File: src/rtl/id_ex_stage_register.sv
// id_ex_stage_register: ID/EX pipeline register with load-use bubble, flush and hold.
// Load-use detection is built only when LOAD_USE_HAZARD_EN is defined; otherwise Stall_ID = Hold_EX.
module id_ex_stage_register #(
  parameter int XLEN = 32
) (
  input  logic            clk,
  input  logic            reset,
  input  logic            Flush_EX,
  input  logic            Hold_EX,
  input  logic            Valid_ID,
  input  logic [XLEN-1:0] Operand1_ACU_ID,
  input  logic [XLEN-1:0] Operand1_DEU_ID,
  input  logic [XLEN-1:0] Operand2_DEU_ID,
  input  logic [XLEN-1:0] PC_ID,
  input  logic [4:0]      rs1_ID,
  input  logic [4:0]      rs2_ID,
  input  logic [4:0]      rd_ID,
  input  logic            Rs1_Valid_ID,
  input  logic            Rs2_Valid_ID,
  input  logic            Write_Enable_ID,
  input  logic            Write_Back_Control_ID,
  input  logic            I_Type_Load_ID,
  input  logic            S_Type_ID,
  input  logic            J_Type_ID,
  input  logic            I_Type_JAL_R_ID,
  output logic            Valid_EX,
  output logic [XLEN-1:0] Operand1_ACU_EX,
  output logic [XLEN-1:0] Operand1_DEU_EX,
  output logic [XLEN-1:0] Operand2_DEU_EX,
  output logic [XLEN-1:0] PC_EX,
  output logic [4:0]      rs1_EX,
  output logic [4:0]      rs2_EX,
  output logic [4:0]      rd_EX,
  output logic            Rs1_Valid_EX,
  output logic            Rs2_Valid_EX,
  output logic            Write_Enable_EX,
  output logic            Write_Back_Control_EX,
  output logic            I_Type_Load_EX,
  output logic            S_Type_EX,
  output logic            J_Type_EX,
  output logic            I_Type_JAL_R_EX,
  output logic            Stall_ID
);
  localparam int W = 4 * XLEN + 24;
  logic [W-1:0] q, cap;
  logic lu;
`ifdef LOAD_USE_HAZARD_EN
  assign lu = Valid_ID & Valid_EX & I_Type_Load_EX & Write_Enable_EX & (rd_EX != 5'd0) &
              ((Rs1_Valid_ID & (rs1_ID == rd_EX)) | (Rs2_Valid_ID & (rs2_ID == rd_EX)));
`else
  assign lu = 1'b0;
`endif
  assign Stall_ID = Hold_EX | (lu & ~Flush_EX);
  // an invalid ID slot keeps its data but must not look like it reads, writes or has a format
  assign cap = {Valid_ID, Operand1_ACU_ID, Operand1_DEU_ID, Operand2_DEU_ID, PC_ID,
                rs1_ID, rs2_ID, rd_ID,
                Rs1_Valid_ID & Valid_ID, Rs2_Valid_ID & Valid_ID, Write_Enable_ID & Valid_ID,
                Write_Back_Control_ID,
                {I_Type_Load_ID, S_Type_ID, J_Type_ID, I_Type_JAL_R_ID} & {4{Valid_ID}}};
  assign {Valid_EX, Operand1_ACU_EX, Operand1_DEU_EX, Operand2_DEU_EX, PC_EX,
          rs1_EX, rs2_EX, rd_EX, Rs1_Valid_EX, Rs2_Valid_EX, Write_Enable_EX,
          Write_Back_Control_EX, I_Type_Load_EX, S_Type_EX, J_Type_EX, I_Type_JAL_R_EX} = q;
  always_ff @(posedge clk or posedge reset)
    if (reset) q <= '0;
    else if (Flush_EX | (lu & ~Hold_EX)) q <= '0;
    else if (!Hold_EX) q <= cap;
endmodule

File: config.mk
export PLATFORM = sky130hd
export DESIGN_NAME = id_ex_stage_register
export DESIGN_NICKNAME = d
export VERILOG_FILES = /design/src/rtl/id_ex_stage_register.sv
export SDC_FILE = /design/constraint.sdc
export NUM_CORES = 1
export LEC_CHECK = 0
export ABC_AREA = 1
export CAP_MARGIN = 5
export CORE_ASPECT_RATIO = 0.8
export CORE_MARGIN = 2
export CORE_UTILIZATION = 35
export DETAILED_ROUTE_END_ITERATION = 16
export PLACE_DENSITY = 0.83
export SETUP_SLACK_MARGIN = 0.02
export SLEW_MARGIN = 20
export SYNTH_ARGS = -nofsm -noshare
export SYNTH_HDL_FRONTEND = slang
export SYNTH_SLANG_ARGS = --single-unit
export TNS_END_PERCENT = 50
File: constraint.sdc
create_clock -name clk -period 5.3 [get_ports clk]
set_input_delay 1.59 -clock clk [delete_from_list [all_inputs] [get_ports clk]]
set_output_delay 1.59 -clock clk [all_outputs]
set_load 0.02 [all_outputs]
==> results of run 1 <==
==> final timing paths <==
check                      slack (ps)  cells past startpoint  startpoint        to
max in group asynchronous        2720                      3       reset      q[3]
min in group asynchronous        1490                      2       reset     q[68]
min reg2reg                       470                      2       q[55]     q[55]
min                               470                      2       q[55]     q[55]
max                               920                      2     Hold_EX  Stall_ID
max reg2reg                      4640                      2      q[117]    q[117]
==> per-stage QoR <==
| step | utilization (%) | worst slack (ps) |
|---|---|---|
| final | 60.03 | 917.8 |
| after global routing | 60.03 | 889.1 |
| after CTS | 60.03 | 907.7 |
| after detailed placement | 56.37 | 914.7 |
| after global placement | 56.37 | 911.1 |
| after floorplan | - | 1793 |
==> Yosys cell counts, drive strengths merged <==
master / instances / area (um2)
nand2: 449 / 1685
nor2: 2 / 12.51
dfrtp: 152 / 3804
buf: 19 / 120.1
clkbuf: 15 / 56.30
nand3: 7 / 35.03
inv: 2 / 7.500
==> power groups by stage <==
stage	combinational [W]	sequential, W	clock (W)
floorplan	0.000102	0.00136	0
global placement	0.000459	0.00128	0
detailed placement	0.000463	0.00128	0
CTS	0.000465	0.00126	0.00122
global route	0.000494	0.00127	0.00128
finish	0.000459	0.00126	0.00118
==> cell type report <==
| class | count | area [um2] | share of cell area (%) |
|---|---|---|---|
| clock buffer | 21 | 460.4 | 4.823 |
| clock inverter | 11 | 121.4 | 1.271 |
| inverter | 2 | 11.26 | 0.1180 |
| multi-input combinational | 458 | 1743 | 18.26 |
| sequential | 152 | 3804 | 39.84 |
| tap | 215 | 269.0 | 2.818 |
| timing repair buffer | 312 | 3138 | 32.87 |
==> cells by family after synthesis <==
family	after synthesis	synth area share, %
AND/OR/NAND/NOR	458	30.29
buffers and inverters	36	3.215
flip-flops	152	66.49
==> per-layer routing <==
| layer | global-route usage (%) | vias up |
|---|---|---|
| li1 | - | 2532 |
| met1 | 22.40 | 2407 |
| met2 | 31.16 | 204 |
| met3 | 7.683 | 17 |
| met4 | 6.430 | 0 |
| met5 | 0 | - |
==> layout by cell type (no fill, tap or decap) <==
cell / count
sky130_fd_sc_hd__dfrtp_1: 152
sky130_fd_sc_hd__clkinv_4: 1
sky130_fd_sc_hd__clkinv_2: 4
sky130_fd_sc_hd__inv_2: 1
sky130_fd_sc_hd__nand3_1: 7
sky130_fd_sc_hd__buf_12: 2
sky130_fd_sc_hd__clkbuf_1: 2
sky130_fd_sc_hd__clkbuf_16: 17
sky130_fd_sc_hd__nor2_4: 2
sky130_fd_sc_hd__inv_6: 2
sky130_fd_sc_hd__buf_4: 2
sky130_fd_sc_hd__clkinvlp_4: 3
sky130_fd_sc_hd__clkbuf_8: 2
sky130_fd_sc_hd__nand2_1: 449
sky130_fd_sc_hd__clkdlybuf4s50_1: 308
sky130_fd_sc_hd__bufinv_16: 2
==> results.md, run 1 <==
Place:
- The total cell area at the placement stage is 8965 um2.
- The number of port buffers is roughly 300.
- Including well taps, the total number of placed cells is 1139.
- The total half-perimeter wirelength after legalization and detailed placement is 11240 um.
- At the end of routability-driven placement, the weighted congestion stood at 0.7525.

Timing:
- The number of setup violations in the final report is 0.
- The slew of the pin with the lowest slew margin is 821.8 ps.
- In the finished design, the share of the clock period the worst path needs comes to between 80% and 90%.
- The normalized max-slew margin is 45.22%.
- After routing, the total negative slack on setup checks comes to 0 ps.
- Timing would allow up to 228.2 MHz.
- The worst path in the final design needs a cycle of 4382 ps, including I/O delays and setup.
- On the final layout, the worst clock skew is 0 ps.
- The final-report hold violation count is 0.
- The final number of max-transition violations is 0.
- Setup repair after global routing left no endpoint under its margin.
- The tightest hold path in the finished design has a slack of between 400 and 500 ps.

Finish:
- The final layout net count is 1099.
- The finished layout cell area is between 9000 and 10000 um2.
- The number of antenna diodes in the final layout is 0.
- The number of flip-flops under the largest register name is 152.
- The share of layout cells above drive strength 1 is under 10%.
- The count of filler cells inserted in the layout is 1313.
- From synthesis to final layout, the design area changed by 66.89%.
- Leaving out filler cells and counting taps, the final layout contains 1171.
- The register with the most flip-flops is q.
- In the final layout, the registers with the most flip-flops are q: 152 flops.

Setup path:
- In this run the worst path has a maximum fanout of 3.
- For the worst setup path, the data required time is roughly 3700 ps.
- The largest individual stage delay along the critical path comes from the cell sky130_fd_sc_hd__clkdlybuf4s50_1.
- Among cell families on the critical path, the largest total delay comes from buffers and inverters.
- The dominant cell type by count on the critical path is sky130_fd_sc_hd__clkdlybuf4s50_1.
- The worst stage delay on the critical path is 640 ps.
- The kind of critical path is in2out.
- The worst setup path is launched from a primary input.
- The category of the worst setup path capture point is an output port.
- Data on the critical path arrives at its endpoint at 2790 ps.
- The buffer and inverter count on the worst path is 2.
- The critical path goes through clkdlybuf4s50_1 -> clkdlybuf4s50_1.

Power:
- Sequential cells account for 43.4% of the total power.
- The combinational share of power is between 10% and 20%.
- The maximum vdd drop is 0.2078 mV.
- The internal power is 0.002180 W.
- In this run the power spent charging and discharging nets is 0.0007215 W.
- The power density normalized to cell area is 304.0 nW/um2.
- For this design the static power due to leakage is 4.751 nW.
- Summing internal, switching and leakage power gives 0.002902 W.
- Of the total power, the share spent switching nets is 24.86%.
- In this run, the clock network consumes about two fifths of the power.

Die:
- The die covers approximately 17000 um2.
- The width of the die is 146.9 um.
- From bottom edge to top edge, the die measures 118.3 um.
- The core box area is 15900 um2.
- The effective utilization at floorplan is roughly 36%.
- 309 I/O pins were placed.
- Row generation in the floorplan step produced 41 rows.

Global routing:
- The wire length of the first global-routing pass is 26080 um.
- For this run the aggregate overflow at the end of global routing stands at 0.
- The initial antenna violation count came to 0.
- The pin count of the biggest net entering global routing is 145.
- The number of global-route vias before repair is slightly above 5000.
- The total routing resource utilization after global routing is between 10% and 20%.

Route:
- Detailed routing inserted a total of 5160 vias.
- After detailed routing, the average wire length per cell comes to 13.88 um.
- Wires add up to 16260 um.
- Detailed routing placed a total of between 7000 and 8000 um of wire on met2.
- The post-detailed-route DRC marker count is 0.
- The highest metal layer used by the detailed router is met4.
- Dividing the detail-routed via count by the number of cells gives 4.406.
- The detail route stage leaves a number of antenna-violating nets equal to 0.
- After detailed routing, the wire length on met1 is 6678 um.
- In this run, the number of DRC markers left after iteration 0 of detailed routing was ~260.
- Wire segments on met3 add up to about 1500 um in the final route.
- The first detailed-routing pass ran for 4 iterations.

Flow run:
- The tool flagged a number of max-cap violations equal to 0.

Min path:
- The path class of the lowest-slack min-delay path is reg2reg.

Synthesis:
- The number of nets in the synthesized netlist is about 800.
- Synthesis handed over a netlist of ~650 instances.
- The number of distinct library cells after synthesis is 9.
- For this run, the number of Yosys warnings is 0.
- The share of the yosys chip area belonging to registers is 66.49%.
- After synthesis the cells add up to 5720 um2.
- The flip-flop and latch count after synthesis is 152.
- The average instance area after synthesis is 8.855 um2.

CTS:
- In this run, CTS created clock tree buffers numbering 17.
- The number of setup buffers added after CTS is 0.
- After clock tree synthesis, the clock-pin slew on the worst setup and hold paths is 60 ps.
- For this design, the CTS-stage hold fixing added 0 buffers.
- CTS built an H-tree with a depth of 4.
- The tree is rooted in a sky130_fd_sc_hd__clkbuf_16.
- The clock sink count is 152.
- The maximum root-to-sink buffer count is 2.
- The CTS tree is done.
- At the later pin of the worst-skew pair, clock insertion delay measures 400 ps.
- After clock tree synthesis, the repair step resized 0 gates.

Run status:
- The run finished with clean final reports.
Power figures use the tool's default switching activity.
==> inputs of run 2 (changes only) <==
- clock period: 5.3 -> 3.9 ns (I/O delays scaled with it)
==> results.md, run 2 (same netlist as run 1, synthesis figures left out) <==
Finish:
- From synthesis to final layout, the design area changed by 68.33%.
- The count of antenna diodes in the layout is 0.
- The most common cell after layout, fill and taps aside is sky130_fd_sc_hd__nand2_1.
- The count of filler cells inserted in the layout is 1301.
- The register with the most flip-flops in the layout has 152 of them.
- The share of layout cells above drive strength 1 is 3.975%.
- Leaving out fill and tap cells, the most frequent cells in the layout are sky130_fd_sc_hd__nand2_1, sky130_fd_sc_hd__clkdlybuf4s50_1, sky130_fd_sc_hd__dfrtp_1.
- Excluding fillers, the count of instances in the completed layout stands at between 1000 and 1500.
- After the last flow step, the layout net total stands at 1100.
- Ranked by flip-flop count, first place goes to q.
- The largest registers in the layout are q: 152 flops.

Setup path:
- The data required time of the worst path is approximately 2700 ps.
- The critical path's top delay family is buffers and inverters.
- The worst-path maximum fanout is 3.
- For this run, the slowest stage of the critical path takes around 650 ps.
- The kind of critical path is in2out.
- The dominant cell type by count on the critical path is sky130_fd_sc_hd__clkdlybuf4s50_1.
- The critical path goes through clkdlybuf4s50_1 -> clkdlybuf4s50_1.
- The highest-delay cell along the critical path is sky130_fd_sc_hd__clkdlybuf4s50_1.
- The worst setup path is launched from a primary input.
- The category of the worst setup path capture point is an output port.
- The buffer and inverter count on the worst path is 2.
- The arrival time of the worst setup path is 2400 ps.

Flow run:
- The max-capacitance violation count is 0.

Place:
- The number of port buffers is 308.
- The worst slack after detailed placement is roughly 350 ps.
- The total half-perimeter wirelength after legalization and detailed placement is 11350 um.
- The placed instance count is 1140.
- The weighted congestion at the end of routability-driven global placement is around 0.76.

Power:
- The clock network power share is 42.3%.
- VDD sags by at most 0.2776 mV.
- The leakage power is about 4.8 nW.
- The power density normalized to cell area is 421.6 nW/um2.
- The combinational share of power is 15.5%.
- The sequential group share of total power is between 40 and 50%.
- The switching power as a share of total power is 24.19%.
- Internal power comes to 0.003078 W.
- Summed over all nets, the switching power comes to around 0.00098 W.

Timing:
- The minimum period implied by the final worst setup slack is approximately 3600 ps.
- Setup violations remaining at the end of the flow were counted as 0.
- The final-report hold violation count is 0.
- For the final routed database, the setup TNS stands at 0 ps.
- The final number of max-transition violations is 0.
- The slew of the pin with the lowest slew margin is 703.5 ps.
- The setup skew after layout is 0 ps.
- Setup repair after global routing left no endpoint under its margin.
- The setup slack of the critical path after layout is 331.1 ps.
- Derived from the worst setup path, the maximum achievable clock frequency is ~280 MHz.
- The worst hold margin is 469.4 ps.
- The normalized max-slew margin is between 50% and 60%.
- After layout, the worst path uses 91.51% of the clock period.

Global routing:
- The total overflow left after global routing is 0.
- Global routing used 19.01% of the available tracks.
- The wire length of the first global-routing pass is 26250 um.
- The number of global-route vias before repair is 5173.
- The initial antenna violation count is 0.
- The pin count of the biggest net entering global routing is 153.

CTS:
- The tree built by TritonCTS fans out to 152 sinks.
- Clock-pin slew was measured on the worst setup and hold paths at 60 ps.
- TritonCTS built the clock tree.
- The number of setup buffers added after CTS is 0.
- The clock passes through at most 2 buffers.
- In this run, CTS created clock tree buffers numbering 17.
- The number of H-tree levels is 4.
- The quantity of gates resized following cts is 0.
- The count of hold-fix buffers inserted at cts is 0.
- The clock tree root driver cell is sky130_fd_sc_hd__clkbuf_16.
- The insertion delay to the later sink of the worst-skew pair is 410 ps.

Die:
- The y dimension of the die is 118.3 um.
- The die outline area is 17390 um2.
- For this design the top-level I/O count stands at just over 300.
- The number of core rows is between 40 and 50.
- The effective utilization at floorplan is approximately 36%.
- The core box area is 15900 um2.
- The width of the die is around 150 um.

Route:
- The routed layout has 5237 vias.
- Dividing the detail-routed wire length by the instance count gives 14.03 um.
- The first TritonRoute pass finished after 5 iterations.
- The first-iteration detailed-routing DRC count is 220.
- The vias per cell is between 4 and 5.
- The remaining number of nets flagged by the antenna check after routing is 0.
- Wires add up to 16430 um.
- The post-detailed-route DRC marker count is 0.

Run status:
- The run finished with clean final reports.

Min path:
- The tightest min-delay check is of the reg2reg type.
run 2: cell types whose count changed in the layout (fill, tap and decap cells not counted):
cell	change
sky130_fd_sc_hd__buf_12	+3
sky130_fd_sc_hd__buf_4	-2
sky130_fd_sc_hd__bufinv_16	+2
sky130_fd_sc_hd__clkinv_2	-2
sky130_fd_sc_hd__clkinv_4	+2
sky130_fd_sc_hd__clkbuf_8	-1
sky130_fd_sc_hd__clkinvlp_4	-1
sky130_fd_sc_hd__inv_6	-1
run 2: per-stage QoR:
stage | util [%] | cell area, um2 | total power, W
after global routing | 60.55 | 9629 | 0.004229
after CTS | 60.55 | 9629 | 0.004105
after global placement | 56.66 | 9010 | 0.002362
final | 60.55 | 9629 | 0.004060
after detailed placement | 56.66 | 9010 | 0.002373
after floorplan | - | 5724 | 0.001985
run 2: area by class of cell:
class	count	area (um2)	area share, %
repair buffers	313	3183	33.06
inverters	2	11.26	0.1169
clock buffers	20	446.7	4.639
multi-input cells	458	1743	18.10
clock inverters	11	172.7	1.793
well taps	215	269.0	2.794
flip-flops and latches	152	3804	39.50
run 2: final timing paths:
check,slack [ps],startpoint,to,cells past startpoint
min in group asynchronous,1070,reset,q[117],2
min reg2reg,470,q[88],q[88],2
max,330,Hold_EX,Stall_ID,2
min,470,q[88],q[88],2
max reg2reg,3250,q[74],q[74],2
max in group asynchronous,2160,reset,q[52],3
run 2: per-layer routing:
metal	vias to the layer above	routed length, um	part of all wire [%]	track usage (%)
li1	2531	-	-	-
met1	2467	6590	40	21.46
met2	216	7892	48	31.92
met3	23	1621	9.9	8.649
met4	0	327	2.0	6.671
met5	-	0	0	0
run 2: worst reg2reg max path: cells and delay by family (launching register included):
kind	cells	cell delay [ps]
flip-flops	1	390
AND/OR/NAND/NOR	2	140
run 2: power by group through the flow:
stage               Clock [W]  Sequential (W)  Combinational (W)
global placement            0         0.00173           0.000628
detailed placement          0         0.00174           0.000635
floorplan                   0         0.00185           0.000139
global route          0.00183         0.00172           0.000677
finish                0.00172         0.00171           0.000630
CTS                   0.00176         0.00171           0.000638
